File: config.mk
export PLATFORM = sky130hd
export DESIGN_NAME = decim_stream_fifo_flat
export DESIGN_NICKNAME = d
export VERILOG_FILES = /design/src/rtl/decim_stream_fifo_pkg.sv /design/src/rtl/decim_stream_fifo_if.sv /design/src/rtl/decim_stream_fifo_mem.sv /design/src/rtl/decim_stream_fifo.sv /design/src/flat_wrapper.sv
export SDC_FILE = /design/constraint.sdc
export NUM_CORES = 1
export LEC_CHECK = 0
export BUFFER_PORTS_ARGS = -buffer_cell sky130_fd_sc_hd__buf_2
export CORE_MARGIN = 1
export CORE_UTILIZATION = 45
export DETAILED_ROUTE_END_ITERATION = 6
export GPL_TIMING_DRIVEN = 0
export PLACE_DENSITY = 0.67
export SYNTH_ARGS = -nofsm -noshare
export SYNTH_HDL_FRONTEND = slang
export SYNTH_SLANG_ARGS = --single-unit
File: constraint.sdc
create_clock -name clk -period 3.9 [get_ports clk]
set_clock_uncertainty 0.05 [all_clocks]
set_input_delay 0.585 -clock clk [delete_from_list [all_inputs] [get_ports clk]]
set_output_delay 0.585 -clock clk [all_outputs]
set_load 0.01 [all_outputs]
File: src/rtl/decim_stream_fifo_pkg.sv
// Shared defaults for the decimator sample path: widths and FIFO depth helper.
package decim_stream_fifo_pkg;

  localparam int DEF_DATA_WIDTH = 32;
  localparam int DEF_LOG2_DEPTH = 4;
  localparam int DEF_CNT_WIDTH  = 16;

  // Number of FIFO entries for a given log2 depth.
  function automatic int depth_of(input int log2_depth);
    return 32'sd1 << log2_depth;
  endfunction

endpackage

File: src/rtl/decim_stream_fifo_if.sv
// Sample-in / stream-out / drop-status bundle between decimator, FIFO and consumer.
interface decim_stream_fifo_if
  import decim_stream_fifo_pkg::*;
#(
  parameter int DATA_WIDTH = DEF_DATA_WIDTH,
  parameter int LOG2_DEPTH = DEF_LOG2_DEPTH,
  parameter int CNT_WIDTH  = DEF_CNT_WIDTH
);
  logic [DATA_WIDTH-1:0]   in_data;
  logic                    in_flag;
  logic [DATA_WIDTH-1:0]   out_data;
  logic                    out_valid;
  logic                    out_ready;
  logic [LOG2_DEPTH:0]     level;
  logic                    overflow;
  logic [CNT_WIDTH-1:0]    drop_count;
  logic                    clear_overflow;

  // Producer/consumer side driving the FIFO.
  modport master (
    output in_data, in_flag, out_ready, clear_overflow,
    input  out_data, out_valid, level, overflow, drop_count
  );

  // The FIFO itself.
  modport slave (
    input  in_data, in_flag, out_ready, clear_overflow,
    output out_data, out_valid, level, overflow, drop_count
  );
endinterface

File: src/rtl/decim_stream_fifo_mem.sv
// Simple dual-port register array: registered write, asynchronous read.
module decim_stream_fifo_mem #(
  parameter int DATA_WIDTH = 32,
  parameter int ADDR_WIDTH = 4
) (
  input  logic                  clk,
  input  logic                  i_we,
  input  logic [ADDR_WIDTH-1:0] i_waddr,
  input  logic [DATA_WIDTH-1:0] i_wdata,
  input  logic [ADDR_WIDTH-1:0] i_raddr,
  output logic [DATA_WIDTH-1:0] o_rdata
);
  logic [DATA_WIDTH-1:0] r_mem [2**ADDR_WIDTH];

  // Storage write; contents need no reset since reads are gated by occupancy.
  always_ff @(posedge clk) begin
    if (i_we) begin
      r_mem[i_waddr] <= i_wdata;
    end
  end

  assign o_rdata = r_mem[i_raddr];
endmodule

File: src/rtl/decim_stream_fifo.sv
// Captures strobed decimated samples into a FWFT FIFO, re-presents them on a
// valid/ready stream, and counts samples dropped while the FIFO is full.
module decim_stream_fifo
  import decim_stream_fifo_pkg::*;
#(
  parameter int DATA_WIDTH = DEF_DATA_WIDTH,
  parameter int LOG2_DEPTH = DEF_LOG2_DEPTH,
  parameter int CNT_WIDTH  = DEF_CNT_WIDTH
) (
  input logic                clk,
  input logic                rst_n,
  decim_stream_fifo_if.slave bus
);
  localparam int DEPTH = depth_of(LOG2_DEPTH);

  logic [LOG2_DEPTH-1:0] r_wr_ptr;
  logic [LOG2_DEPTH-1:0] r_rd_ptr;
  logic [LOG2_DEPTH:0]   r_level;
  logic                  r_overflow;
  logic [CNT_WIDTH-1:0]  r_drop_count;

  logic                  w_valid;
  logic                  w_full;
  logic                  w_push;
  logic                  w_pop;
  logic                  w_drop;
  logic [DATA_WIDTH-1:0] w_rdata;

  assign w_valid = (r_level != {(LOG2_DEPTH+1){1'b0}});
  assign w_full  = (r_level == (LOG2_DEPTH+1)'(DEPTH));
  assign w_pop   = w_valid & bus.out_ready;
  // A full FIFO still accepts a sample when the head leaves in the same cycle.
  assign w_push  = bus.in_flag & (~w_full | w_pop);
  assign w_drop  = bus.in_flag & w_full & ~w_pop;

  decim_stream_fifo_mem #(
    .DATA_WIDTH(DATA_WIDTH),
    .ADDR_WIDTH(LOG2_DEPTH)
  ) u_mem (
    .clk     (clk),
    .i_we    (w_push),
    .i_waddr (r_wr_ptr),
    .i_wdata (bus.in_data),
    .i_raddr (r_rd_ptr),
    .o_rdata (w_rdata)
  );

  // Pointer and occupancy tracking; pointers wrap naturally at power-of-two depth.
  always_ff @(posedge clk or negedge rst_n) begin
    if (!rst_n) begin
      r_wr_ptr <= {LOG2_DEPTH{1'b0}};
      r_rd_ptr <= {LOG2_DEPTH{1'b0}};
      r_level  <= {(LOG2_DEPTH+1){1'b0}};
    end else begin
      if (w_push) begin
        r_wr_ptr <= r_wr_ptr + LOG2_DEPTH'(1);
      end
      if (w_pop) begin
        r_rd_ptr <= r_rd_ptr + LOG2_DEPTH'(1);
      end
      case ({w_push, w_pop})
        2'b10:   r_level <= r_level + (LOG2_DEPTH+1)'(1);
        2'b01:   r_level <= r_level - (LOG2_DEPTH+1)'(1);
        default: r_level <= r_level;
      endcase
    end
  end

  // Sticky overflow flag and saturating drop counter; a drop beats a clear.
  always_ff @(posedge clk or negedge rst_n) begin
    if (!rst_n) begin
      r_overflow   <= 1'b0;
      r_drop_count <= {CNT_WIDTH{1'b0}};
    end else if (w_drop) begin
      r_overflow <= 1'b1;
      if (bus.clear_overflow) begin
        r_drop_count <= CNT_WIDTH'(1);
      end else if (r_drop_count != {CNT_WIDTH{1'b1}}) begin
        r_drop_count <= r_drop_count + CNT_WIDTH'(1);
      end else begin
        r_drop_count <= r_drop_count;
      end
    end else if (bus.clear_overflow) begin
      r_overflow   <= 1'b0;
      r_drop_count <= {CNT_WIDTH{1'b0}};
    end else begin
      r_overflow   <= r_overflow;
      r_drop_count <= r_drop_count;
    end
  end

  // Head data is forced to zero while empty so reset shows a clean bus.
  assign bus.out_data   = w_valid ? w_rdata : {DATA_WIDTH{1'b0}};
  assign bus.out_valid  = w_valid;
  assign bus.level      = r_level;
  assign bus.overflow   = r_overflow;
  assign bus.drop_count = r_drop_count;
endmodule

File: src/flat_wrapper.sv
// flat-port wrapper written by rule: the top's interface ports become plain ports
module decim_stream_fifo_flat import decim_stream_fifo_pkg::*;
#(
  parameter int DATA_WIDTH = DEF_DATA_WIDTH,
  parameter int LOG2_DEPTH = DEF_LOG2_DEPTH,
  parameter int CNT_WIDTH  = DEF_CNT_WIDTH
)
  (clk, rst_n, bus_in_data, bus_in_flag, bus_out_ready, bus_clear_overflow, bus_out_data, bus_out_valid, bus_level, bus_overflow, bus_drop_count);
  decim_stream_fifo_if #(.DATA_WIDTH(DATA_WIDTH), .LOG2_DEPTH(LOG2_DEPTH), .CNT_WIDTH(CNT_WIDTH)) bus_i ();
  input logic clk;
  input logic rst_n;
  input wire logic [$bits(bus_i.in_data)-1:0] bus_in_data;
  input wire logic [$bits(bus_i.in_flag)-1:0] bus_in_flag;
  input wire logic [$bits(bus_i.out_ready)-1:0] bus_out_ready;
  input wire logic [$bits(bus_i.clear_overflow)-1:0] bus_clear_overflow;
  output wire logic [$bits(bus_i.out_data)-1:0] bus_out_data;
  output wire logic [$bits(bus_i.out_valid)-1:0] bus_out_valid;
  output wire logic [$bits(bus_i.level)-1:0] bus_level;
  output wire logic [$bits(bus_i.overflow)-1:0] bus_overflow;
  output wire logic [$bits(bus_i.drop_count)-1:0] bus_drop_count;
  assign bus_i.in_data = bus_in_data;
  assign bus_i.in_flag = bus_in_flag;
  assign bus_i.out_ready = bus_out_ready;
  assign bus_i.clear_overflow = bus_clear_overflow;
  assign bus_out_data = bus_i.out_data;
  assign bus_out_valid = bus_i.out_valid;
  assign bus_level = bus_i.level;
  assign bus_overflow = bus_i.overflow;
  assign bus_drop_count = bus_i.drop_count;
  decim_stream_fifo #(.DATA_WIDTH(DATA_WIDTH), .LOG2_DEPTH(LOG2_DEPTH), .CNT_WIDTH(CNT_WIDTH)) u_core (.clk(clk), .rst_n(rst_n), .bus(bus_i));
endmodule
# Word-level counts from Yosys, hierarchy flattened
# Memories as Yosys holds them, arrays and structs flattened.
# Index checks and enable logic that the tools add are counted.
op_classes:
  add_sub_neg: 5
  eq_ne: 4
  mux: 10
  bitwise_logic: 7
  n_reduce_logical: 5
op_table:
  columns: ["op", "count"]
  rows:
  - ["$mux W16", 4]
  - ["$mux W32", 1]
  - ["$add A16 B1 Y16 const B", 1]
  - ["$ne A16 B16 Y1 const B", 1]
  - ["$pmux W5 S2", 1]
  - ["$add A4 B1 Y4 const B", 2]
  - ["$reduce_bool A2 Y1", 3]
  - ["$add A5 B1 Y5 const B", 1]
  - ["$eq A5 B5 Y1 const B", 1]
  - ["$reduce_bool A5 Y1", 1]
  - ["$sub A5 B1 Y5 const B", 1]
  - ["$and A1 B1 Y1", 4]
  - ["$mux W1", 4]
  - ["$eq A2 B1 Y1 const B", 1]
  - ["$eq A2 B2 Y1 const B", 1]
  - ["$not A1 Y1", 2]
  - ["$reduce_and A2 Y1", 1]
  - ["$or A1 B1 Y1", 1]
word_totals:
  reg_bits: 30
  ram_bits: 512
  out_inout_bits: 55
  word_cells: 37
  memories: 1
memory_table:
  columns: ["memory", "words", "word_bits", "read_ports", "rd_ports_with_merged_regs", "write_ports", "line_no", "text"]
  rows:
  - ["u_core.u_mem.r_mem", 16, 32, 1, 0, 1, "decim_stream_fifo_mem.sv:13", "logic [DATA_WIDTH-1:0] r_mem [2**ADDR_WIDTH];"]

# Depth between registers and ports, before layout
depth:
  word_depth: 6
  mapped_depth: 9

# Modules after synthesis
# From an unflattened synthesis, not the netlist that was laid out.
hier_totals:
  cells_unflattened: 1016
  hier_area_um2: 21176.6
by_module_without_submodules:
  columns: ["mod", "instances", "cells_per_inst", "area_per_inst_um2"]
  rows:
  - ["decim_stream_fifo_mem", 1, 806, 19213.4]
  - ["decim_stream_fifo", 1, 210, 1963.1]

# Worst setup path after synthesis
# OpenSTA, ideal clock, no wires.
synth_path:
  path_kind: "register to register"
  start: "register u_core.r_level[1], in the netlist u_core.bus.level[1]"
  end: "memory u_core.u_mem.r_mem[0][0] (enable)"
  setup_ns: 0.461
  t_arrival_ns: 3.414
  required_ns: 3.389
  setup_slack_ns: -0.025
  stages_incl_launch_ff: 7
  period_less_slack_ns: 3.925
  cell_sequence: "dfrtp_1 -> or4_1 -> buf_2 -> o31a_1 -> buf_2 -> nand2_1 -> nor3_1"
synth_via:
  elab_chain_len: 6
  word_cells_on_any_way: 8
synth_rtl:
  columns: ["element", "line_no", "text"]
  rows:
  - ["start, declared", "decim_stream_fifo.sv:18", "logic [LOG2_DEPTH:0] r_level;"]
  - ["start signal, assigned", "decim_stream_fifo.sv:53", "r_level <= {(LOG2_DEPTH+1){1'b0}};"]
  - ["start signal, assigned", "decim_stream_fifo.sv:62", "2'b10: r_level <= r_level + (LOG2_DEPTH+1)'(1);"]
  - ["start signal, assigned", "decim_stream_fifo.sv:63", "2'b01: r_level <= r_level - (LOG2_DEPTH+1)'(1);"]
  - ["$reduce_bool A5 Y1 / $eq A5 B5 Y1 (equally long branches)", "decim_stream_fifo.sv:29, decim_stream_fifo.sv:30", null]
  - ["$and A1 B1 Y1 / $not A1 Y1 (equally long branches)", "decim_stream_fifo.sv:31, decim_stream_fifo.sv:33", null]
  - ["$or A1 B1 Y1 *", "decim_stream_fifo.sv:33", "assign w_push = bus.in_flag & (~w_full | w_pop);"]
  - ["$and A1 B1 Y1 *", "decim_stream_fifo.sv:33", null]
  - ["$mux W1 *", "decim_stream_fifo_mem.sv:17", "if (i_we) begin"]
  - ["$mux W1 (not written as such) *", "decim_stream_fifo_mem.sv:18", "r_mem[i_waddr] <= i_wdata;"]
  - ["end, declared", "decim_stream_fifo_mem.sv:13", null]
# Mark *: on every way between the ends. The rest lies on a longest branch, timed or not.

# Worst setup path in the final report
layout_path:
  start: "register u_core.r_rd_ptr[3]"
  end: "output bus_out_data[19]"
layout_via:
  elab_chain_len: 2
layout_rtl:
  columns: ["element", "line_no", "text"]
  rows:
  - ["start, declared", "decim_stream_fifo.sv:17", "logic [LOG2_DEPTH-1:0] r_rd_ptr;"]
  - ["start signal, assigned", "decim_stream_fifo.sv:52", "r_rd_ptr <= {LOG2_DEPTH{1'b0}};"]
  - ["start signal, assigned", "decim_stream_fifo.sv:59", "r_rd_ptr <= r_rd_ptr + LOG2_DEPTH'(1);"]
  - ["$mem_v2 Z16 W32", null, null]
  - ["$mux W32", "decim_stream_fifo.sv:93", "assign bus.out_data = w_valid ? w_rdata : {DATA_WIDTH{1'b0}};"]
  - ["end, declared", "flat_wrapper.sv:16", "output wire logic [$bits(bus_i.out_data)-1:0] bus_out_data;"]
# No other way between the ends.

==> flow_metrics.py <==
metrics = {
    "global_routing": {
        "grt_antenna_before_repair": 1,
        "grtUsageTotal_pct": 19.5,
        "grt_pass1_wl_mm": 67.2,
        "grt_overflow_total": 0,
        "grt_pass1_vias": 10500,
        "grt_max_degree": 31,
    },
    "power_and_ir_drop": {
        "p_leak_nw": 8.13,
        "switchingPower_mw": 5.44,
        "pwr-share-seq_pct": 40.7,
        "ir_drop_uv": 432,
        "pwr-share-clk_pct": 28.1,
        "total_power_mw": 17.6,
        "p_sw_share_pct": 30.8,
        "combPwrFrac_pct": 31.2,
        "power_density_mw_per_mm2": 716,
        "power.internal_mw": 12.2,
    },
    "drt": {
        "drt-vias-per-instance": 5.76,
        "drcViolationCount": 0,
        "wl_mm": 45.4,
        "initialDrtViolationCount": 1163,
        "drtPass1Iterations": 5,
        "ant_nets": 0,
        "vias": 10200,
        "wl_per_cell_um": 25.6,
    },
    "cts": {
        "post-cts-setup-buffer-count": 0,
        "htreeDepth": 2,
        "clkLatencyLatePin_ns": 0.58,
        "cts-root-buf": "clkbuf_16",
        "cts_tree": "done",
        "cts.sinks": 542,
        "clkSlewWorstSetupHoldPaths_ns": 0.06,
        "numCtsBuffers": 53,
        "cts_buffer_depth": 3,
    },
    "critical_path": {
        "cpPeakStageDelay_ns": 0.72,
        "cp-start-kind": "flop",
        "arrival_ns": 3.14,
        "worstPathRequired_ns": 3.26,
        "crit_path_end_kind": "primary output",
        "worstSetupStartpoint": "u_core.r_rd_ptr[3]",
        "slowest_stage": "buf_1",
        "critPathKind": "flop to primary output",
        "reg2reg_from": "u_core.bus.level[0]",
        "cp_cell_sequence": "clkbuf_1 -> buf_1 -> mux2i_1 -> o22ai_1 -> buf_2",
        "crit_fanout": 10,
    },
    "timing": {
        "fin_crit_sh_pct": 96.7,
        "min_period_ns": 3.77,
        "drv_slew": 0,
        "rsz0062_at_grt": "yes",
        "slew_headroom_pct": 33.5,
        "tns_ns": 0,
        "hold_ws_ns": -0.00117,
        "fmax_ghz": 0.265,
        "hold_violations": 1,
        "setup_violations": 0,
        "worst_slack_ns": 0.130,
        "tightest_slew_ns": 0.997,
    },
    "place": {
        "place_congestion": 0.799,
        "post-place-ws_ns": 0.373,
        "dp_hpwl_mm": 28.8,
        "placed_cells": 1682,
        "place_area_mm2": 0.0229,
        "io_buffers": 90,
    },
    "cells_and_area": {
        "areaGrowthSynthToFinish_pct": 16.9,
        "register_area_mm2": 0.0161,
        "diodes": 0,
        "design_area_mm2": 0.0246,
        "nets": 1181,
        "layout_common_cells": "edfxtp_1, mux4_2, buf_2",
        "nFillCells": 3429,
        "multi_input_area_mm2": 0.00483,
        "final_layout_size_suffix_gt1_share_pct": 31.9,
        "stdcell_count": 1776,
        "mostFrequentLayoutCell": "edfxtp_1",
    },
    "yosys": {
        "syn_avg_cell_area_um2": 21.7,
        "synthCells": 972,
        "synth_edf_count": 512,
        "synth_area_mm2": 0.0211,
        "ys.flop_type": "edfxtp_1",
        "synth.yosys.seq_area_share_pct": 76.5,
        "synth.yosys.warnings": 0,
        "synth_fp_nets": 1016,
        "ys_ff_latch": 542,
        "async_flop_share_pct": 5.54,
        "ys_types": 49,
    },
    "floorplanning": {
        "start_util_pct": 46.0,
        "die_w_um": 218,
        "fp.dieH_um": 218,
        "num_rows": 78,
        "core_area_mm2": 0.0458,
        "die_area_mm2": 0.0477,
        "io_pins": 92,
    },
    "outcome": {
        "status": "finished with violations",
        "violations": "hold timing",
    },
    "flow_run": {
        "cap_violations": 0,
    },
    "hold_path": {
        "hold_class": "input pin to async pin",
    },
}
[synthesized netlist by cell type (10+ instances only)]
cell type / count / area share, %
or4_1: 10 / 0.36
buf_2: 17 / 0.40
mux4_2: 128 / 14
mux2i_1: 65 / 3.1
nor2_1: 14 / 0.25
inv_1: 10 / 0.18
edfxtp_1: 512 / 73
nand2_1: 14 / 0.25
o31ai_1: 10 / 0.36
dfrtp_1: 30 / 3.6
o22ai_1: 32 / 0.95
buf_1: 11 / 0.20
clkbuf_1: 22 / 0.39
a21oi_1: 13 / 0.31
[metrics by stage]
stage,hold slack (ns),util (%)
6_report,-0.00117,53.8
5_1_grt,0.0532,53.8
4_1_cts,0.00397,53.8
3_5_place_dp,0.457,50.1
3_3_place_gp,0.451,48.7
2_1_floorplan,0.239,-
[final timing paths]
check	cells after the start	end	slack [ns]
setup / recovery	5	bus_out_data[19]	0.13
hold / removal	1	u_core.bus.drop_count[6]	-0.001
max in group asynchronous	1	u_core.r_rd_ptr[0]	3.33
setup reg to reg	7	u_core.u_mem.r_mem[8][7]	1.13
hold reg to reg	1	u_core.r_rd_ptr[2]	0.47
min in group clk	2	u_core.bus.drop_count[1]	0.26
[metal layers]
| metal | part of all wire (%) | wire (um) | track usage, % |
|---|---|---|---|
| met5 | 0.018 | 8 | 0 |
| met4 | 2.2 | 1000 | 6.08 |
| met3 | 5.4 | 2460 | 2.63 |
| met2 | 50 | 22800 | 32.2 |
| met1 | 42 | 19100 | 27.0 |
[power groups by stage]
stage	clock (mW)	sequential [mW]	combinational [mW]
floorplan	0	7.27	3.48
global placement	0	7.33	5.23
detailed placement	0	7.31	5.55
CTS	5.03	7.19	5.60
global route	5.23	7.23	5.91
finish	4.96	7.19	5.50
[cell families after synthesis]
group	Yosys count	share of synthesized area, %
compound gates	74	2.26
xor+xnor	11	0.457
fa+ha+maj	7	0.416
buf+inv	60	1.17
flops	542	76.5
mux	194	16.8
simple gates	84	2.34
[registers in the layout (all words and copies together) (netlist names)]
signal                 count
u_core.bus.overflow        1
u_core.u_mem.r_mem       512
u_core.r_wr_ptr            4
u_core.r_rd_ptr            4
u_core.bus.level           5
u_core.bus.drop_count     16
[final cells by class]
| cell class | count | area share, % |
|---|---|---|
| clock inverters | 30 | 1.17 |
| clock buffers | 64 | 5.55 |
| flip-flops and latches | 542 | 65.5 |
| inverters | 10 | 0.152 |
| well taps | 600 | 3.05 |
| plain buffers | 50 | 1.09 |
| multi-input cells | 370 | 19.6 |
| repair buffers | 110 | 3.91 |
[timing repair]
item,CTS,global route
gates resized for setup,18,18
hold buffers,0,0
cloned,0,0
setup endpoints to repair,32,21
[worst max-delay path, delay by kind of cell, from the launching register on]
family          cells  cell delay, ns
mux                 1            0.24
flops               1            0.43
buf+inv             3            1.58
compound gates      1            0.30
(Power assumes the default switching activity.)
